<file path="src/rtl/pmem_arbiter_rr.sv">
// pmem_arbiter_rr: shares one physical memory port among NUM_PORTS cache
// clients. One block transaction is in flight at a time. Requests are latched
// on grant, so a client may drop its strobe mid-transaction without
// disturbing the memory access.
// Build option: define ARB_FIXED_PRIORITY_EN to replace round-robin with
// fixed priority, where the lowest requesting index always wins.
module pmem_arbiter_rr #(
    parameter int NUM_PORTS   = 2,
    parameter int ADDR_WIDTH  = 16,
    parameter int BLOCK_WIDTH = 128
) (
    input  logic                             clk,
    input  logic                             rst,
    input  logic [NUM_PORTS-1:0]             req_read,
    input  logic [NUM_PORTS-1:0]             req_write,
    input  logic [NUM_PORTS*ADDR_WIDTH-1:0]  req_address,
    input  logic [NUM_PORTS*BLOCK_WIDTH-1:0] req_wdata,
    output logic [NUM_PORTS-1:0]             req_resp,
    output logic [BLOCK_WIDTH-1:0]           req_rdata,
    output logic                             pmem_read,
    output logic                             pmem_write,
    output logic [ADDR_WIDTH-1:0]            pmem_address,
    output logic [BLOCK_WIDTH-1:0]           pmem_wdata,
    input  logic                             pmem_resp,
    input  logic [BLOCK_WIDTH-1:0]           pmem_rdata,
    output logic [NUM_PORTS-1:0]             grant,
    output logic                             idle
);

    localparam int IDX_W = (NUM_PORTS > 1) ? $clog2(NUM_PORTS) : 1;

    localparam logic [0:0] S_IDLE = 1'b0;
    localparam logic [0:0] S_BUSY = 1'b1;

    logic [0:0]             state_reg;
    logic                   pmem_read_reg;
    logic                   pmem_write_reg;
    logic [ADDR_WIDTH-1:0]  pmem_address_reg;
    logic [BLOCK_WIDTH-1:0] pmem_wdata_reg;
    logic [NUM_PORTS-1:0]   grant_reg;
`ifndef ARB_FIXED_PRIORITY_EN
    logic [IDX_W-1:0]       last_grant_reg;
`endif

    logic [NUM_PORTS-1:0]   req_any;
    logic [IDX_W-1:0]       winner_idx;
    logic [NUM_PORTS-1:0]   winner_onehot;
    logic [ADDR_WIDTH-1:0]  addr_arr  [NUM_PORTS];
    logic [BLOCK_WIDTH-1:0] wdata_arr [NUM_PORTS];

    assign req_any = req_read | req_write;

    // Unpack the flat per-port buses so the winner can be selected by index.
    generate
        for (genvar gi = 0; gi < NUM_PORTS; gi++) begin : g_unpack
            assign addr_arr[gi]  = req_address[gi*ADDR_WIDTH +: ADDR_WIDTH];
            assign wdata_arr[gi] = req_wdata[gi*BLOCK_WIDTH +: BLOCK_WIDTH];
        end
    endgenerate

`ifdef ARB_FIXED_PRIORITY_EN
    // Fixed priority: lowest requesting index wins (scan high to low, last hit sticks).
    always_comb begin
        winner_idx = '0;
        for (int k = NUM_PORTS - 1; k >= 0; k--) begin
            if (req_any[k]) begin
                winner_idx = IDX_W'(k);
            end
        end
    end
`else
    // Round-robin: first requester scanning upward from the port after last_grant.
    always_comb begin
        int  idx;
        logic found;
        winner_idx = '0;
        found      = 1'b0;
        idx        = 0;
        for (int k = 1; k <= NUM_PORTS; k++) begin
            idx = int'(last_grant_reg) + k;
            if (idx >= NUM_PORTS) begin
                idx = idx - NUM_PORTS;
            end
            if (!found && req_any[idx]) begin
                found      = 1'b1;
                winner_idx = IDX_W'(idx);
            end
        end
    end
`endif

    assign winner_onehot = {{(NUM_PORTS-1){1'b0}}, 1'b1} << winner_idx;

    // Transaction FSM: latch the winner in IDLE, hold the memory strobe until pmem_resp.
    always_ff @(posedge clk) begin
        if (rst) begin
            state_reg        <= S_IDLE;
            pmem_read_reg    <= 1'b0;
            pmem_write_reg   <= 1'b0;
            pmem_address_reg <= '0;
            pmem_wdata_reg   <= '0;
            grant_reg        <= '0;
`ifndef ARB_FIXED_PRIORITY_EN
            last_grant_reg   <= IDX_W'(NUM_PORTS - 1);
`endif
        end else begin
            case (state_reg)
                S_IDLE: begin
                    if (|req_any) begin
                        state_reg        <= S_BUSY;
                        grant_reg        <= winner_onehot;
                        // A port raising both strobes is treated as a write.
                        pmem_write_reg   <= req_write[winner_idx];
                        pmem_read_reg    <= ~req_write[winner_idx];
                        pmem_address_reg <= addr_arr[winner_idx];
                        pmem_wdata_reg   <= wdata_arr[winner_idx];
`ifndef ARB_FIXED_PRIORITY_EN
                        // Updating at grant time is equivalent to updating at
                        // completion: arbitration only happens again after the
                        // transaction ends, and reset overrides this value.
                        last_grant_reg   <= winner_idx;
`endif
                    end
                end
                S_BUSY: begin
                    if (pmem_resp) begin
                        state_reg      <= S_IDLE;
                        pmem_read_reg  <= 1'b0;
                        pmem_write_reg <= 1'b0;
                        grant_reg      <= '0;
                    end
                end
            endcase
        end
    end

    assign pmem_read    = pmem_read_reg;
    assign pmem_write   = pmem_write_reg;
    assign pmem_address = pmem_address_reg;
    assign pmem_wdata   = pmem_wdata_reg;
    assign grant        = grant_reg;

    // Completion goes straight back to the owner in the pmem_resp cycle.
    assign req_resp  = (state_reg == S_BUSY && pmem_resp) ? grant_reg : '0;
    assign req_rdata = pmem_rdata;
    assign idle      = (state_reg == S_IDLE) && !(|req_any);

endmodule

</file>
<file path="config.mk">
export PLATFORM = sky130hd
export DESIGN_NAME = pmem_arbiter_rr
export DESIGN_NICKNAME = d
export VERILOG_FILES = /design/src/rtl/pmem_arbiter_rr.sv
export SDC_FILE = /design/constraint.sdc
export NUM_CORES = 1
export LEC_CHECK = 0
export CORE_AREA = 5 5 266 268
export DETAILED_ROUTE_END_ITERATION = 12
export DIE_AREA = 0 0 271 273
export GPL_ROUTABILITY_DRIVEN = 0
export PLACE_DENSITY = 0.37
export SYNTH_ARGS = -nofsm -noshare
export SYNTH_HDL_FRONTEND = slang
export SYNTH_SLANG_ARGS = --single-unit
</file>
<file path="constraint.sdc">
create_clock -name clk -period 1.7 [get_ports clk]
set_input_delay 0.34 -clock clk [delete_from_list [all_inputs] [get_ports clk]]
set_output_delay 0.34 -clock clk [all_outputs]
set_load 0.05 [all_outputs]
</file>
# Yosys cells after proc, flatten, opt, wreduce, memory -nomap -nowiden
# Cells that the tools add are included.
# word_totals
wordCells,63
reg_bits,150
out_inout_bits,279
# op_classes
n_eq_ne,2
magnitude_cmp,6
mux,31
addsub,4
n_bitwise,4
reduce_logical,8
shift,1
# op_table
op,count
128-bit two-way mux,3
32-bit by 3-bit less-than comparator with 1-bit output (second input constant),2
32-bit two-way mux,2
16-bit two-way mux,3
1-bit two-way mux,16
2-bit two-way mux,3
1-bit one-hot mux with 2 select lines,3
2-bit >= comparator (second input constant),2
2-bit inequality test (second input constant),2
2-bit one-hot mux with 2 select lines,1
2-bit AND reduction,2
3-bit by 2-bit subtractor with 4-bit output (second input constant),1
1-bit by 2-bit adder with 3-bit output (second input constant),1
3-bit by 2-bit >= comparator with 1-bit output (second input constant),1
1-bit logical AND,3
2-bit by 2-bit subtractor with 3-bit output (second input constant),1
1-bit by 1-bit adder with 2-bit output (second input constant),1
1-bit logical NOT,2
1-bit by 2-bit less-than comparator with 1-bit output (second input constant),1
1-bit inverter,2
1-bit inverter with 2-bit output,1
2-bit bitwise OR,1
2-bit OR reduction,1
1-bit by 1-bit << shifter with 2-bit output (first input constant),1

# Longest topological paths before layout
# Gate-level depths: netlist of the first run.
# logic_depth
depth_word,15
mapped_depth,7
depth_no_buf,4

# Worst setup path after synthesis of the first run
# OpenSTA, ideal clock, no wires.
# synth_path
path_type,register to output
startpoint,reg grant_reg[0] (netlist: grant[0])
endpoint,out req_resp[0]
required_ns,1.360
stages_incl_launch_ff,2
t_arrival_ns,1.163
path_slack_ns,0.197
cell_sequence,dfxtp_1 -> and3_1
# synth_between
elab_chain_len,1
# synth_rtl
item,line_no,text
from (decl),40,logic [NUM_PORTS-1:0] grant_reg;
from (signal assigned),111,grant_reg <= winner_onehot;
2-bit two-way mux,144,assign req_resp = (state_reg == S_BUSY && pmem_resp) ? grant_reg : '0;
to (decl),18,"output logic [NUM_PORTS-1:0] req_resp,"
# No other way between the ends.

# Worst setup path in the final report of the first run
# layout_path
startpoint,reg last_grant_reg
endpoint,reg pmem_wdata_reg[75] (netlist: pmem_wdata[75])
# layout_between
elab_chain_len,14
word_cells_on_any_way,23
cone_classes,add/sub: 4; order compare: 2; mux: 14; bitwise: 1; reduce/logical: 2
# layout_rtl
item,line_no,text
from (decl),42,logic [IDX_W-1:0] last_grant_reg;
from (signal assigned),104,last_grant_reg <= IDX_W'(NUM_PORTS - 1);
from (signal assigned),121,last_grant_reg <= winner_idx;
"parallel branches: the longest is 9 deep, another holds 3-bit by 2-bit subtractor with 4-bit output",n/a,
1-bit two-way mux *,84,if (!found && req_any[idx]) begin
1-bit inverter with 2-bit output (implied by the code) *,116,pmem_wdata_reg <= wdata_arr[winner_idx];
128-bit two-way mux (implied by the code) * (3 in series),116,
to (signal assigned),116,
to (decl),39,logic [BLOCK_WIDTH-1:0] pmem_wdata_reg;
# Every way passes the cells marked *. The select of a mux whose other input is x is not followed.
# A chain may end at the register's enable or synchronous reset.

==> summary.txt, run 1 <==
Finish
  • Post-Layout Cell Count: 1863
  • Most frequent cells in the layout: clkdlybuf4s50_1 (290), buf_4 (173), dfxtp_1 (149)
  • Commonest non-fill, non-tap cell in the layout: clkdlybuf4s50_1
  • P&R area growth vs syn: 75.2%
  • Antenna Cells: 0
  • Share of layout cells above drive strength 1: 0.233
  • Max FFs per register: 128
  • Fillcell total: 7522
  • Final Cell Area: 11800 sq um
  • Layout Utilization: 0.174
  • Nets: 1393

STA
  • Tightest Pin Transition: 0.429 ns
  • Final hold violation count: 0
  • Slew HR: 0.714
  • Final setup skew: 0.00708 ns
  • Total negative slack: 0 ns
  • Slew Limit Fails: 0
  • Max Clk Rate: 0.595 GHz
  • Finish-stage setup viols: 0
  • Final min period: 1.68 ns
  • Period utilization: 0.989

Drt
  • Vias per cell: 3.39
  • Total number of vias: 6308
  • DR pass1 iterations: 4
  • DRC Markers: 0
  • Routed len/inst: 16.8 microns
  • Total Wirelength: 31200 microns
  • DR iter-0 viols: 268
  • Antenna Nets Post-Route: 0

Worst setup path
  • Worst Path Max Fanout: 73
  • Setup crit end kind: flop
  • Critical Path RT: 2.05 ns
  • Worst setup SP type: flop
  • Crit path arrival time: 2.03 ns
  • WS Path Type: reg2reg

Synthesis
  • Yosys cell types: 23
  • Syn_nets: 1067
  • Post-Syn Instances: 644
  • Sequential element share of the synthesized area: 0.444
  • Synth Cell Area: 6760 sq um
  • Top cells by area, synth: dfxtp_1 (44%), a221o_1 (21%), buf_4 (14%)
  • Syn avg cell area: 10.5 sq um
  • Yosys top cell area share: 0.444
  • Yosys top cell by area: dfxtp_1
  • Warnings, synthesis: 0
  • Seq cells post-synth: 150

Pwr
  • Power per cell area: 991 nW/um^2
  • P_leak: 4.73 nW
  • Maximum vdd ir drop: 0.387 mV

Global routing
  • GRT overflow: 0
  • Gr usage total: 0.0794
  • Antenna violations before repair: 4
  • Pin count of the biggest net entering global routing: 74
  • Vias in the first global route: 6518
  • First-pass GRT wire length: 43700 microns

CTS
  • Worst-Skew Late Latency: 0.47 ns
  • CTS buffer count: 17
  • Clk slew on worst S/H paths: 0.07 ns
  • H-tree depth: 4
  • Clock Sinks: 150
  • Root Buffer: clkbuf_16
  • CTS tree: done
  • CTS max path bufs: 2

Floorplan
  • I/O pins: 702
  • Core region area: 68100 sq um
  • Initial core utilization: 0.0992
  • DIE HEIGHT: 273 microns
  • Die X: 271 microns
  • # rows: 96
  • Die ar.: 74000 sq um

Run
  • Max_cap viols: 0

Placed design
  • DP Area: 11100 sq um
  • Post-DP HPWL: 23400 microns
  • DP Cell Count: 1824
  • Number of port buffers: 445

Worst hold path
  • Min-delay worst type: in2reg

Outcome
  • Status: complete, no violations
[synth_stat cells]
library cell  instances
a21oi_1               6
a221o_1             144
a311o_1               1
and2_1              144
and3_1                3
buf_2                16
buf_4               128
buf_6                 7
clkbuf_1             24
dfxtp_1             150
inv_1                 3
nand2_1               1
nand2b_1              1
nor2_1                3
nor2_2                2
nor2_4                1
nor2b_1               1
nor4b_4               1
o211a_1               1
o21ai_0               4
o21ai_1               1
o221ai_2              1
o311ai_0              1
[cells by family after synthesis]
kind of cell,after synthesis,synth area share
buffers and inverters,178,0.181
AO/OA/AOI/OAI,159,0.228
AND/OR/NAND/NOR,157,0.147
flip-flops,150,0.444
[metrics by stage]
stage                     hold slack, ns  worst slack [ns]  power, W
after CTS                          0.384           -0.0178    0.0120
after global routing               0.310           -0.0106    0.0123
final                              0.341            0.0191    0.0117
after floorplan                    0.479             0.197   0.00679
after detailed placement           0.470            -0.563   0.00758
after global placement             0.471            -0.540   0.00759
[per-layer routing]
layer  global-route usage  up-vias  part of all wire
met5                    0        -           0.00086
met4               0.0328        4             0.021
met3               0.0471       37              0.12
met2                0.119      451              0.44
met1               0.0923     2927              0.42
li1                     -     2889                 -
[power breakdown]
group	switching [W]	leakage [nW]	internal, W
clock network	0.00173	0.296	0.00249
registers	0.000222	1.24	0.00388
logic	0.00193	3.19	0.00148
total	0.00389	4.73	0.00785
[layout make-up]
| class | instances | area [sq um] | share of cell area |
|---|---|---|---|
| Timing Repair Buffer | 482 | 4530 | 0.383 |
| Sequential cell | 150 | 3010 | 0.254 |
| Multi-Input combinational cell | 316 | 2570 | 0.217 |
| Tap cell | 882 | 1100 | 0.0932 |
| Clock buffer | 19 | 443 | 0.0374 |
| Clock inverter | 11 | 175 | 0.0148 |
| Inverter | 3 | 13.8 | 0.00116 |
[critical path, cell delays in order, from the launching register on]
cell,delay [ns]
dfxtp_1,0.37
o21ai_2,0.09
nor4b_4,0.13
buf_4,0.16
buf_12,0.16
and2_1,0.26
a221o_1,0.26
[path summary, 6_finish.rpt]
path	from	to	slack, ns	cells after the start
worst max-delay path	last_grant_reg	pmem_wdata[75]	0.02	6
worst max register to register	last_grant_reg	pmem_wdata[75]	0.02	6
worst min register to register	pmem_wdata[79]	pmem_wdata[79]	0.49	1
worst min-delay path	req_read[0]	grant[1]	0.34	4
[timing repair]
item / CTS / global route
gates resized for setup: 11 / 7
buffers inserted: 4 / 4
pin swaps: 2 / 2
endpoints found under the setup margin: 23 / 125
hold buffers: 0 / 0
cloned: 0 / 1
(Power assumes the default switching activity.)
==> inputs of run 2 (changes only) <==
==> config.mk (replaced) <==
export PLATFORM = sky130hd
export DESIGN_NAME = pmem_arbiter_rr
export DESIGN_NICKNAME = d
export VERILOG_FILES = /design/src/rtl/pmem_arbiter_rr.sv
export SDC_FILE = /design/constraint.sdc
export NUM_CORES = 1
export LEC_CHECK = 0
export ABC_AREA = 1
export CORE_AREA = 5 5 271 273
export DETAILED_ROUTE_END_ITERATION = 12
export DIE_AREA = 0 0 276 278
export GPL_ROUTABILITY_DRIVEN = 0
export PLACE_DENSITY = 0.4
export SYNTH_ARGS = -nofsm -noshare
export SYNTH_HDL_FRONTEND = slang
export SYNTH_SLANG_ARGS = --single-unit
==> summary.txt, run 2 <==
Finish
  • Final Cell Area: 14200 sq um
  • Seq. cell area: 3010 sq um
  • Layout Utilization: 0.201
  • Antenna Cells: 0
  • Commonest non-fill, non-tap cell in the layout: nand2_1
  • Area of the multi-input gates: 3820 sq um
  • Share of layout cells above drive strength 1: 0.171
  • Max FFs per register: 128
  • P&R area growth vs syn: 63.0%
  • Fillcell total: 8062
  • Nets: 2139
  • Most frequent cells in the layout: nand2_1 (349), nor2_1 (343), clkdlybuf4s50_1 (289)
  • Post-Layout Cell Count: 2679

Synthesis
  • Synth cell count leaders: nand2_1 (350), nor2_1 (347), dfxtp_1 (150)
  • Yosys top cell by area: dfxtp_1
  • Post-synth EDFFs: 0
  • Sequential element share of the synthesized area: 0.344
  • Yosys cell types: 18
  • Seq cells post-synth: 150
  • Syn avg cell area: 6.27 sq um
  • Post-synth ARST share: 0
  • Most common cell in the netlist: nand2_1
  • Synth Cell Area: 8720 sq um
  • Yosys top cell area share: 0.344
  • Post-Syn Instances: 1391
  • Warnings, synthesis: 0
  • Syn_nets: 1814
  • Top cells by area, synth: dfxtp_1 (34%), nand2_1 (15%), nor2_1 (15%)
  • Top_reg_cell synth: dfxtp_1

Floorplan
  • Die X: 276 microns
  • DIE HEIGHT: 278 microns
  • Core region area: 70900 sq um
  • # rows: 98
  • Die ar.: 76700 sq um
  • Initial core utilization: 0.123
  • I/O pins: 702

Run
  • Max_cap viols: 0

STA
  • Tightest Pin Transition: 0.394 ns
  • Final setup skew: 0.0123 ns
  • Final hold violation count: 0
  • Max Clk Rate: 0.608 GHz
  • Finish-stage setup viols: 0
  • Final min period: 1.65 ns
  • Slew Limit Fails: 0
  • Period utilization: 0.968
  • Unrepaired setup endpoints after global routing: true
  • Slew HR: 0.737

CTS
  • CTS buffer count: 17
  • Clk slew on worst S/H paths: 0.07 ns
  • Clock Sinks: 150
  • CTS tree: done
  • Worst-Skew Late Latency: 0.46 ns
  • Hold bufs inserted after CTS: 0
  • Root Buffer: clkbuf_16
  • CTS max path bufs: 2
  • H-tree depth: 4

Global routing
  • GRT overflow: 0
  • Antenna violations before repair: 2
  • Vias in the first global route: 10100
  • Gr usage total: 0.106
  • Pin count of the biggest net entering global routing: 60
  • First-pass GRT wire length: 62700 microns

Pwr
  • Power per cell area: 893 nW/um^2
  • P_leak: 6.71 nW
  • Maximum vdd ir drop: 0.601 mV

Drt
  • Total number of vias: 9700
  • DR pass1 iterations: 5
  • Antenna Nets Post-Route: 0
  • Total Wirelength: 42400 microns
  • Routed len/inst: 15.8 microns
  • DRC Markers: 0
  • DR iter-0 viols: 285
  • Vias per cell: 3.62

Worst setup path
  • Setup crit end kind: primary output
  • Worst setup SP type: primary input
  • Crit path arrival time: 1.31 ns
  • Critical Path RT: 1.36 ns
  • Worst Path Max Fanout: 2
  • WS Path Type: in2out

Placed design
  • DP Cell Count: 2646
  • Number of port buffers: 445
  • DP Area: 13600 sq um
  • Post-DP HPWL: 33000 microns

Worst hold path
  • Min-delay worst type: in2reg

Outcome
  • Status: complete, no violations
## run 2: cell count changes in the layout (fill, tap and decap cells not counted), moves of 11 or more
cell / change
and2_1: -144
nor2_2: +11
nand4_1: +117
buf_12: +23
inv_1: +119
nand2_1: +348
a221o_1: -144
a21oi_1: +26
buf_4: +30
nor2_1: +341
nand3_1: +29
## run 2: worst paths after layout
check | startpoint | endpoint | slack [ns] | cells after the start
min reg2reg | pmem_wdata[98] | pmem_wdata[98] | 0.47 | 2
min | rst | grant[0] | 0.18 | 2
max reg2reg | last_grant_reg | pmem_address[5] | 0.26 | 7
max | req_write[1] | idle | 0.05 | 7
## run 2: cell families (layout without fill, tap and decap cells)
logic type | count (synthesis) | after routing | share of synthesized area
compound gates | 35 | 35 | 0.0205
buf+inv | 348 | 686 | 0.224
flops | 150 | 150 | 0.344
simple gates | 858 | 858 | 0.412
## run 2: area by class of cell
cell class                 instances  area share
inverter                         124      0.0331
tap                              950      0.0836
timing repair buffer             530       0.360
clock buffer                      19      0.0311
clock inverter                    13      0.0119
multi-input combinational        893       0.269
sequential                       150       0.211
## run 2: timing repair
action,4_1_cts,5_1_grt
pin swaps,3,1
setup buffers,1,0
resized for setup,18,4
endpoints found under the setup margin,3,2
## run 2: power by group
part | total [W] | switching, W | internal (W)
Sequential | 0.00404 | 0.000199 | 0.00384
Clock | 0.00421 | 0.00184 | 0.00237
Combinational | 0.00445 | 0.00267 | 0.00178
## run 2: critical path, stage by stage
cell             delay, ns
clkdlybuf4s15_2       0.24
nor2_4                0.16
nand2_4               0.09
buf_4                 0.15
nor2_4                0.08
buf_6                 0.12
buf_12                0.13
## run 2: per-layer routing
metal	part of all wire	routed length (microns)	GRT usage
met4	0.046	1950	0.0542
met1	0.39	16600	0.114
met3	0.098	4140	0.0513
met2	0.46	19700	0.175
met5	0.00050	21	0.00488
## run 2: stage by stage
| step | hold WS, ns | worst slack (ns) | total power (W) | TNS (ns) |
|---|---|---|---|---|
| detailed placement | 0.454 | -0.538 | 0.00862 | -64.67 |
| global placement | 0.450 | -0.537 | 0.00862 | -62.58 |
| finish | 0.175 | 0.0549 | 0.0127 | 0 |
| floorplan | 0.454 | 0.157 | 0.00733 | 0 |
| CTS | 0.110 | 0.00293 | 0.0130 | 0 |
| global route | 0.146 | -0.000487 | 0.0134 | -0.000487 |
